$ cat config.mk
export PLATFORM = sky130hd
export DESIGN_NAME = alu_cmd_driver
export DESIGN_NICKNAME = d
export VERILOG_FILES = /design/src/rtl/alu_cmd_driver.sv
export SDC_FILE = /design/constraint.sdc
export NUM_CORES = 1
export LEC_CHECK = 0
export CORE_MARGIN = 5
export CORE_UTILIZATION = 50
export DETAILED_ROUTE_END_ITERATION = 10
export GPL_TIMING_DRIVEN = 1
export PLACE_DENSITY = 0.75
export SLEW_MARGIN = 20
export SYNTH_ARGS = -nofsm -noshare
export SYNTH_HDL_FRONTEND = slang
export SYNTH_SLANG_ARGS = --single-unit
export TNS_END_PERCENT = 10
$ cat constraint.sdc
create_clock -name clk_i -period 2.4 [get_ports clk_i]
set_clock_uncertainty 0.1 [all_clocks]
set_input_delay 0.36 -clock clk_i [delete_from_list [all_inputs] [get_ports clk_i]]
set_output_delay 0.36 -clock clk_i [all_outputs]
set_load 0.03 [all_outputs]
$ cat src/rtl/alu_cmd_driver.sv
// Command-side initiator for the 8-bit ALU: buffers tagged commands in a FIFO,
// issues them one at a time and returns the registered ALU result with its tag.
module alu_cmd_driver #(
    parameter int unsigned DEPTH = 4,
    parameter int unsigned TAG_W = 4
) (
    input  logic             clk_i,
    input  logic             rst_i,
    input  logic             cmd_valid_i,
    output logic             cmd_ready_o,
    input  logic [2:0]       cmd_opcode_i,
    input  logic [7:0]       cmd_op1_i,
    input  logic [7:0]       cmd_op2_i,
    input  logic [TAG_W-1:0] cmd_tag_i,
    output logic [2:0]       alu_opcode_o,
    output logic [7:0]       alu_op1_o,
    output logic [7:0]       alu_op2_o,
    input  logic [15:0]      alu_result_i,
    input  logic             alu_flag_c_i,
    input  logic             alu_flag_z_i,
    output logic             rsp_valid_o,
    input  logic             rsp_ready_i,
    output logic [15:0]      rsp_result_o,
    output logic             rsp_flag_c_o,
    output logic             rsp_flag_z_o,
    output logic [TAG_W-1:0] rsp_tag_o,
    output logic             busy_o
);

    localparam int unsigned PTR_W = (DEPTH > 1) ? $clog2(DEPTH) : 1;
    localparam int unsigned CNT_W = PTR_W + 1;

    typedef struct packed {
        logic [2:0]       opcode;
        logic [7:0]       op1;
        logic [7:0]       op2;
        logic [TAG_W-1:0] tag;
    } cmd_t;

    typedef enum logic [1:0] {IDLE, DRIVE, SAMPLE, RESP} state_e;

    cmd_t             mem_q [DEPTH];
    cmd_t             head;
    logic [PTR_W-1:0] wr_ptr_q, rd_ptr_q;
    logic [CNT_W-1:0] count_q, count_d;
    logic             push, pop, busy_d;
    state_e           state_q;
    logic [TAG_W-1:0] tag_q;
    logic             cmd_ready_q, busy_q, rsp_valid_q, rsp_flag_c_q, rsp_flag_z_q;
    logic [2:0]       alu_opcode_q;
    logic [7:0]       alu_op1_q, alu_op2_q;
    logic [15:0]      rsp_result_q;
    logic [TAG_W-1:0] rsp_tag_q;

    // FIFO occupancy and busy look-ahead so both outputs can be registered
    always_comb begin
        push    = cmd_valid_i && cmd_ready_q;
        pop     = (state_q == IDLE) && (count_q != '0);
        head    = mem_q[rd_ptr_q];
        count_d = count_q;
        if (push && !pop) begin
            count_d = count_q + CNT_W'(1);
        end else if (pop && !push) begin
            count_d = count_q - CNT_W'(1);
        end
        busy_d = (count_d != '0) || pop || (state_q == DRIVE) || (state_q == SAMPLE)
                 || ((state_q == RESP) && !rsp_ready_i);
    end

    always_ff @(posedge clk_i) begin
        if (push) begin
            mem_q[wr_ptr_q] <= cmd_t'{opcode: cmd_opcode_i, op1: cmd_op1_i,
                                      op2: cmd_op2_i, tag: cmd_tag_i};
        end
    end

    always_ff @(posedge clk_i or posedge rst_i) begin
        if (rst_i) begin
            wr_ptr_q     <= '0;
            rd_ptr_q     <= '0;
            count_q      <= '0;
            cmd_ready_q  <= 1'b1;
            busy_q       <= 1'b0;
            state_q      <= IDLE;
            tag_q        <= '0;
            alu_opcode_q <= '0;
            alu_op1_q    <= '0;
            alu_op2_q    <= '0;
            rsp_valid_q  <= 1'b0;
            rsp_result_q <= '0;
            rsp_flag_c_q <= 1'b0;
            rsp_flag_z_q <= 1'b0;
            rsp_tag_q    <= '0;
        end else begin
            count_q     <= count_d;
            cmd_ready_q <= (count_d != CNT_W'(DEPTH));
            busy_q      <= busy_d;
            if (push) begin
                wr_ptr_q <= wr_ptr_q + PTR_W'(1);
            end
            if (pop) begin
                rd_ptr_q <= rd_ptr_q + PTR_W'(1);
            end
            unique case (state_q)
                IDLE: begin
                    if (pop) begin
                        alu_opcode_q <= head.opcode;
                        alu_op1_q    <= head.op1;
                        alu_op2_q    <= head.op2;
                        tag_q        <= head.tag;
                        state_q      <= DRIVE;
                    end
                end
                DRIVE: state_q <= SAMPLE;
                // ALU registered its result at the DRIVE closing edge
                SAMPLE: begin
                    rsp_result_q <= alu_result_i;
                    rsp_flag_c_q <= alu_flag_c_i;
                    rsp_flag_z_q <= alu_flag_z_i;
                    rsp_tag_q    <= tag_q;
                    rsp_valid_q  <= 1'b1;
                    state_q      <= RESP;
                end
                RESP: begin
                    if (rsp_ready_i) begin
                        rsp_valid_q <= 1'b0;
                        state_q     <= IDLE;
                    end
                end
                default: state_q <= IDLE;
            endcase
        end
    end

    assign cmd_ready_o  = cmd_ready_q;
    assign busy_o       = busy_q;
    assign alu_opcode_o = alu_opcode_q;
    assign alu_op1_o    = alu_op1_q;
    assign alu_op2_o    = alu_op2_q;
    assign rsp_valid_o  = rsp_valid_q;
    assign rsp_result_o = rsp_result_q;
    assign rsp_flag_c_o = rsp_flag_c_q;
    assign rsp_flag_z_o = rsp_flag_z_q;
    assign rsp_tag_o    = rsp_tag_q;

endmodule

==> tab_implementation.tex, run 1 <==
\begin{tabular}{lr}
\hline
Metric & Value \\
\hline
\multicolumn{2}{l}{\textbf{STA}} \\
Worst slew margin relative to its limit & 0.619 \\
Final Max Slew Viols & 0 \\
Setup violations, final & 0 \\
RSZ-0062 raised after global routing & no \\
Share of the clock period used by the worst path & 0.895 \\
Count of final hold-check violations & 0 \\
FMAX & 0.466 GHz \\
Transition time of the tightest slew-check pin & $\sim$0.57 ns \\
Total negative slack for setup checks & 0 ns \\
Minimum period implied by the final worst setup slack & about 2.1 ns \\
\multicolumn{2}{l}{\textbf{Synth}} \\
Portion of synthesized cell area occupied by the leading cell type & 0.475 \\
Cells taking the most area after synthesis & sky130\_fd\_sc\_hd\_\_edfxtp\_1 48\%, sky130\_fd\_sc\_hd\_\_dfrtp\_1 24\%, sky130\_fd\_sc\_hd\_\_mux4\_2 7.0\% \\
Yosys cell types & 32 \\
Most area-hungry cell type in the Yosys netlist & sky130\_fd\_sc\_hd\_\_edfxtp\_1 \\
Average size of a mapped cell & $\sim$20 sq um \\
Synth Flop Type & sky130\_fd\_sc\_hd\_\_edfxtp\_1 \\
Synthesis Warnings & 0 \\
Number of flops mapped to enable cells by yosys & 92 \\
Cell count after synthesis & $\sim$290 \\
Post-Synthesis Net Count & between 300 and 400 \\
Most repeated cell in the gate-level netlist after synthesis & sky130\_fd\_sc\_hd\_\_edfxtp\_1 \\
Synth async-reset ratio & 0.383 \\
Synth top cells by count & 92 x sky130\_fd\_sc\_hd\_\_edfxtp\_1, 56 x sky130\_fd\_sc\_hd\_\_dfrtp\_1, 29 x sky130\_fd\_sc\_hd\_\_mux2\_2, 18 x sky130\_fd\_sc\_hd\_\_mux2\_4, 18 x sky130\_fd\_sc\_hd\_\_mux4\_2 \\
Number of synthesized register bits & $\sim$150 \\
Cell area after synthesis & 5810 sq um \\
Share of the yosys chip area belonging to registers & 0.721 \\
\multicolumn{2}{l}{\textbf{Floorplanning}} \\
FP Rows & 39 \\
Die X-Extent & around 120 um \\
DIE HEIGHT & approximately 120 um \\
Area of the die & roughly 14000 sq um \\
Initial Util & 0.509 \\
Std-Cell Core Area & 11400 sq um \\
Number of top-level design ports & 89 \\
\multicolumn{2}{l}{\textbf{Worst setup path}} \\
Maximum net fanout on the critical path & 7 \\
Element type at the critical path end & output port \\
Worst path slowest cell & sky130\_fd\_sc\_hd\_\_clkdlybuf4s50\_1 \\
Kind of cell adding the most delay to the critical path & buffers and inverters \\
Slowest cell delay on critical path & about 0.69 ns \\
Worst path arrival time & $\sim$1.7 ns \\
Buffer and inverter count on the worst path & 1 \\
Critical path class & flip-flop to output port \\
Worst path cell trace & clkdlybuf4s50\_1 \\
Crit start category & flip-flop \\
CP Data Required Time & between 1.5 and 2 ns \\
\multicolumn{2}{l}{\textbf{Routing}} \\
Average via count per standard cell & $\sim$5.3 \\
DR pass1 iterations & 4 \\
Top routing layer used & met4 \\
Remaining DRCs & 0 \\
Vias after detailed routing & around 2900 \\
Number of nets still failing antenna checks after routing & 0 \\
WL met2 & between 5000 and 6000 um \\
Post-Route M1 WL & between 4000 and 5000 um \\
DRC marker count from the first detailed-route iteration & 143 \\
Routed len/inst & 19.3 um \\
Met3 wire length & $\sim$700 um \\
Final routed wirelength across all metal layers & 10600 um \\
\multicolumn{2}{l}{\textbf{GRT}} \\
Initial antenna violation count & 0 \\
Overall routing resource usage & 0.161 \\
Wire length of the first global-routing pass & 17200 um \\
Vias in the first global route & 3175 \\
Aggregate global routing overflow & 0 \\
Maximum number of pins on one net before global-route repair & 26 \\
\multicolumn{2}{l}{\textbf{Status}} \\
Status & complete, no violations \\
\multicolumn{2}{l}{\textbf{Place}} \\
Placer's final routability congestion estimate & 0.719 \\
Estimated wirelength of the detail-placed design & $\sim$6800 um \\
Count of port buffers added during placement & between 80 and 90 \\
Placed Area & 6940 sq um \\
\multicolumn{2}{l}{\textbf{CTS}} \\
CTS tree & built \\
CTS Root Buffer Type & sky130\_fd\_sc\_hd\_\_clkbuf\_16 \\
Clock latency at the later pin of the worst-skew pair & about 0.41 ns \\
Number of levels in the clock H-tree & 4 \\
Clk sink count & around 150 \\
Maximum number of buffers from clock root to sink & 2 \\
TritonCTS Buffers & 17 \\
\# hold bufs at CTS & 0 \\
Buffers inserted during post-CTS setup optimization & 0 \\
Cts repair resizes & 0 \\
Clock Pin Slew Worst Setup and Hold Paths & approximately 0.06 ns \\
\multicolumn{2}{l}{\textbf{Finish}} \\
Post-layout nets & between 400 and 500 \\
Final core utilization & 0.660 \\
Finished Cell Area & 7530 sq um \\
Number of filler cells placed in the layout & between 700 and 800 \\
Area occupied by multi-input gates & around 1500 sq um \\
Antenna diode instance count & 0 \\
Footprint of the flip-flops and latches & between 4000 and 5000 sq um \\
Layout cell share with drive strength beyond 1 & 0.262 \\
Syn-to-layout area delta & 29.7\% \\
\multicolumn{2}{l}{\textbf{Power}} \\
Leakage power & about 2.8 nW \\
Worst IR Drop VDD & between 700 and 800 uV \\
Power per standard cell area & around 1400 nW/um\^{}2 \\
\multicolumn{2}{l}{\textbf{Worst hold path}} \\
Kind of path behind the tightest hold check & input pin to async pin \\
\multicolumn{2}{l}{\textbf{Run}} \\
\# Max-Cap Violations & 0 \\
\hline
\end{tabular}
state kept, by name, summed over array words and instances (netlist names):
name          cells
mem_q            92
rsp_result_o     16
alu_op1_o         8
alu_op2_o         8
rsp_tag_o         4
tag_q             4
alu_opcode_o      3
count_q           3
rd_ptr_q          2
state_q           2
wr_ptr_q          2
busy_o            1
cmd_ready_o       1
rsp_flag_c_o      1
rsp_flag_z_o      1
rsp_valid_o       1
metal layers:
layer  track usage  up-vias
li1              -     1319
met1         0.207     1462
met2         0.258      110
met3        0.0514       17
met4        0.0602        0
met5             0        -
area by class of cell:
type,instances,area share
Clock buffer,20,0.0580
Timing Repair Buffer,100,0.139
Sequential cell,149,0.556
Multi-Input combinational cell,115,0.198
Tap cell,143,0.0237
Clock inverter,11,0.0211
Inverter,9,0.00448
path summary, 6_finish.rpt:
check,from,to,slack [ns],depth (start not counted)
setup reg to reg,count_q[0],busy_o,0.32,8
max in group asynchronous,rst_i,alu_op1_o[6],1.36,3
min in group clk_i,rsp_result_o[2],rsp_result_o[2],0.40,1
setup / recovery,cmd_ready_o,cmd_ready_o,0.25,1
hold / removal,rst_i,busy_o,0.25,2
hold reg to reg,rsp_result_o[2],rsp_result_o[2],0.40,1
report_power, final:
| part | leakage (nW) | internal, mW | switching [mW] |
|---|---|---|---|
| combinational | 1.06 | 2.15 | 2.01 |
| sequential | 1.50 | 3.57 | 0.432 |
| clock | 0.279 | 1.72 | 0.944 |
| total | 2.84 | 7.44 | 3.38 |
kinds of logic (layout without fill, tap and decap cells):
family | count (synthesis) | in the layout | share of synthesized area
DFF | 149 | 149 | 0.721
muxes | 71 | 71 | 0.197
buffers and inverters | 21 | 140 | 0.0228
and+or+nand+nor | 19 | 19 | 0.0168
adders and majority gates | 11 | 11 | 0.0237
AOI/OAI and AO/OA | 8 | 8 | 0.00969
xor gates and xnor gates | 6 | 6 | 0.00904
cell usage in the layout, fill, tap and decap left out, drive strengths merged, types with 5 or more instances in the layout:
| cell | Yosys | layout |
|---|---|---|
| buf | 10 | 12 |
| clkdlybuf4s50 | 0 | 88 |
| mux2 | 47 | 47 |
| mux4 | 23 | 23 |
| edfxtp | 92 | 92 |
| dfrtp | 56 | 56 |
| clkbuf | 2 | 20 |
| inv | 9 | 9 |
| ha | 11 | 11 |
| nand2 | 5 | 5 |
through the flow:
stage	setup slack, ns	hold WS (ns)	instances	power [mW]
after floorplan	0.421	0.359	285	6.81
after global placement	0.382	0.388	516	8.12
after detailed placement	0.321	0.395	516	8.25
after CTS	0.230	0.258	547	11.0
after global routing	0.136	0.325	547	11.4
final	0.252	0.248	547	10.8
Power figures use the tool's default switching activity.
==> run 2: changes to the inputs <==
Settings changed: CORE_UTILIZATION 50 to 53, PLACE_DENSITY 0.75 to 0.79.
==> run 2 against run 1 <==
  * Critical path depth stayed put
  * Flip-flop and latch count is the same
  * Sequential share of layout area is 0.54 points higher
  * Clock-buffer cell count shrank 2
  * Final cell count is 0.55% lower
  * First-iteration DRC count down 12%
  * Utilization grew 3.2 points
  * Sequential power about the same
==> tab_implementation.tex, run 2 (same netlist as run 1, synthesis figures left out) <==
\begin{tabular}{lr}
\hline
Metric & Value \\
\hline
\multicolumn{2}{l}{\textbf{Worst hold path}} \\
Kind of path behind the tightest hold check & input pin to async pin \\
\multicolumn{2}{l}{\textbf{Floorplanning}} \\
FP Rows & 38 \\
Std-Cell Core Area & between 10000 and 15000 sq um \\
Initial Util & 0.538 \\
DIE HEIGHT & 115 um \\
Die X-Extent & around 110 um \\
Number of top-level design ports & 89 \\
Area of the die & 13200 sq um \\
\multicolumn{2}{l}{\textbf{Status}} \\
Status & complete, no violations \\
\multicolumn{2}{l}{\textbf{Power}} \\
Switching power total & roughly 3.5 mW \\
Fraction of power consumed by the clock network & 0.237 \\
P\_int & approximately 7 mW \\
Power per standard cell area & around 1400 nW/um\^{}2 \\
Part of the total power dissipated in combinational logic & 0.389 \\
Seq pwr share & 0.374 \\
Switching power share of the total & 0.325 \\
Worst IR Drop VDD & approximately 720 uV \\
Leakage power & 2.83 nW \\
\multicolumn{2}{l}{\textbf{Worst setup path}} \\
Worst path slowest cell & sky130\_fd\_sc\_hd\_\_clkdlybuf4s50\_1 \\
Crit start category & flip-flop \\
Worst path cell trace & clkdlybuf4s50\_1 \\
Maximum net fanout on the critical path & 7 \\
Startpoint of the lowest-slack register-to-register path & count\_q[0] \\
Buffer and inverter count on the worst path & 1 \\
Worst path arrival time & between 1.5 and 2 ns \\
Kind of cell adding the most delay to the critical path & buffers and inverters \\
Slowest cell delay on critical path & 0.69 ns \\
CP Data Required Time & 1.94 ns \\
Critical path class & flip-flop to output port \\
Flop-to-flop setup slack & 0.24 ns \\
Worst reg2reg path depth & 8 \\
FF-to-FF End & busy\_o \\
Element type at the critical path end & output port \\
\multicolumn{2}{l}{\textbf{Place}} \\
Count of port buffers added during placement & 88 \\
Placer's final routability congestion estimate & between 0.7 and 0.8 \\
Worst setup slack after placement & 0.286 ns \\
Instance count after placement with tap cells included & slightly above 500 \\
Estimated wirelength of the detail-placed design & 6480 um \\
\multicolumn{2}{l}{\textbf{CTS}} \\
CTS tree & built \\
CTS Root Buffer Type & sky130\_fd\_sc\_hd\_\_clkbuf\_8 \\
Clock latency at the later pin of the worst-skew pair & just over 0.5 ns \\
Clk sink count & roughly 150 \\
Maximum number of buffers from clock root to sink & 2 \\
Cts repair resizes & 0 \\
\# hold bufs at CTS & 0 \\
Buffers inserted during post-CTS setup optimization & 0 \\
Clock Pin Slew Worst Setup and Hold Paths & 0.06 ns \\
Number of levels in the clock H-tree & 4 \\
TritonCTS Buffers & 17 \\
\multicolumn{2}{l}{\textbf{Routing}} \\
Number of nets still failing antenna checks after routing & 0 \\
DR pass1 iterations & 4 \\
Vias after detailed routing & about 2900 \\
Final routed wirelength across all metal layers & 10500 um \\
DRC marker count from the first detailed-route iteration & around 130 \\
Average via count per standard cell & 5.30 \\
Routed len/inst & between 15 and 20 um \\
Remaining DRCs & 0 \\
\multicolumn{2}{l}{\textbf{Finish}} \\
Most flops, register & mem\_q \\
Max FFs per register & approximately 90 \\
Number of filler cells placed in the layout & 692 \\
Most common library cell in the layout ignoring fill and taps & sky130\_fd\_sc\_hd\_\_edfxtp\_1 \\
Highest-count cells in the layout ignoring fill and taps & 92 x sky130\_fd\_sc\_hd\_\_edfxtp\_1, 88 x sky130\_fd\_sc\_hd\_\_clkdlybuf4s50\_1, 55 x sky130\_fd\_sc\_hd\_\_dfrtp\_1 \\
Post-layout nets & $\sim$450 \\
Syn-to-layout area delta & 28.4\% \\
Non-Filler Instances & 544 \\
Antenna diode instance count & 0 \\
Footprint of the flip-flops and latches & roughly 4200 sq um \\
Layout cell share with drive strength beyond 1 & 0.270 \\
Area occupied by multi-input gates & around 1500 sq um \\
\multicolumn{2}{l}{\textbf{STA}} \\
Count of final hold-check violations & 0 \\
Minimum period implied by the final worst setup slack & between 2 and 2.5 ns \\
RSZ-0062 raised after global routing & no \\
Worst slew margin relative to its limit & 0.695 \\
Setup violations, final & 0 \\
FMAX & about 0.45 GHz \\
Final Max Slew Viols & 0 \\
Final worst slack & roughly 0.16 ns \\
Transition time of the tightest slew-check pin & 0.457 ns \\
Total negative slack for setup checks & 0 ns \\
Share of the clock period used by the worst path & 0.932 \\
\multicolumn{2}{l}{\textbf{GRT}} \\
Maximum number of pins on one net before global-route repair & 38 \\
Vias in the first global route & 3159 \\
Overall routing resource usage & 0.174 \\
Aggregate global routing overflow & 0 \\
Wire length of the first global-routing pass & $\sim$17000 um \\
Initial antenna violation count & 0 \\
\multicolumn{2}{l}{\textbf{Run}} \\
\# Max-Cap Violations & 0 \\
\hline
\end{tabular}
==> run 2: stage by stage <==
stage	util	hold slack, ns	cell area, sq um	total power, mW
5_1_grt	0.691	0.120	7460	11.2
4_1_cts	0.691	0.0631	7460	10.8
3_3_place_gp	0.638	0.388	6890	8.06
2_1_floorplan	-	0.359	5810	6.81
6_report	0.691	0.0646	7460	10.6
3_5_place_dp	0.638	0.395	6890	8.19
==> run 2: power by group through the flow <==
stage / sequential (mW) / clock (mW) / combinational, mW
after floorplan: 4.64 / 0 / 2.17
after global placement: 3.99 / 0 / 4.07
after detailed placement: 4.02 / 0 / 4.17
after CTS: 3.99 / 2.57 / 4.22
after global routing: 4.06 / 2.70 / 4.42
final: 3.98 / 2.52 / 4.14
==> run 2: layout make-up <==
type                    instances  area share
flip-flops and latches        149       0.562
clock buffers                  18      0.0560
clock inverters                14      0.0206
repair buffers                 99       0.134
well taps                     140      0.0235
inverters                       9     0.00453
multi-input cells             115       0.200
==> run 2: worst max path at each step <==
stage                     start           end  slack (ns)  cells after the start
floorplan            count_q[0]  alu_op1_o[0]        0.42                      7
global placement     count_q[0]        busy_o        0.39                      8
detailed placement   count_q[0]        busy_o        0.29                      8
CTS                 cmd_ready_o   cmd_ready_o        0.13                      1
global route        cmd_ready_o   cmd_ready_o         0.1                      1
finish              cmd_ready_o   cmd_ready_o        0.16                      1
==> run 2: metal layers <==
metal	GRT usage	part of all wire	up-vias
met2	0.297	0.53	86
met5	0	0	-
li1	-	-	1316
met3	0.0550	0.055	6
met1	0.215	0.41	1473
met4	0.0516	0.0083	0
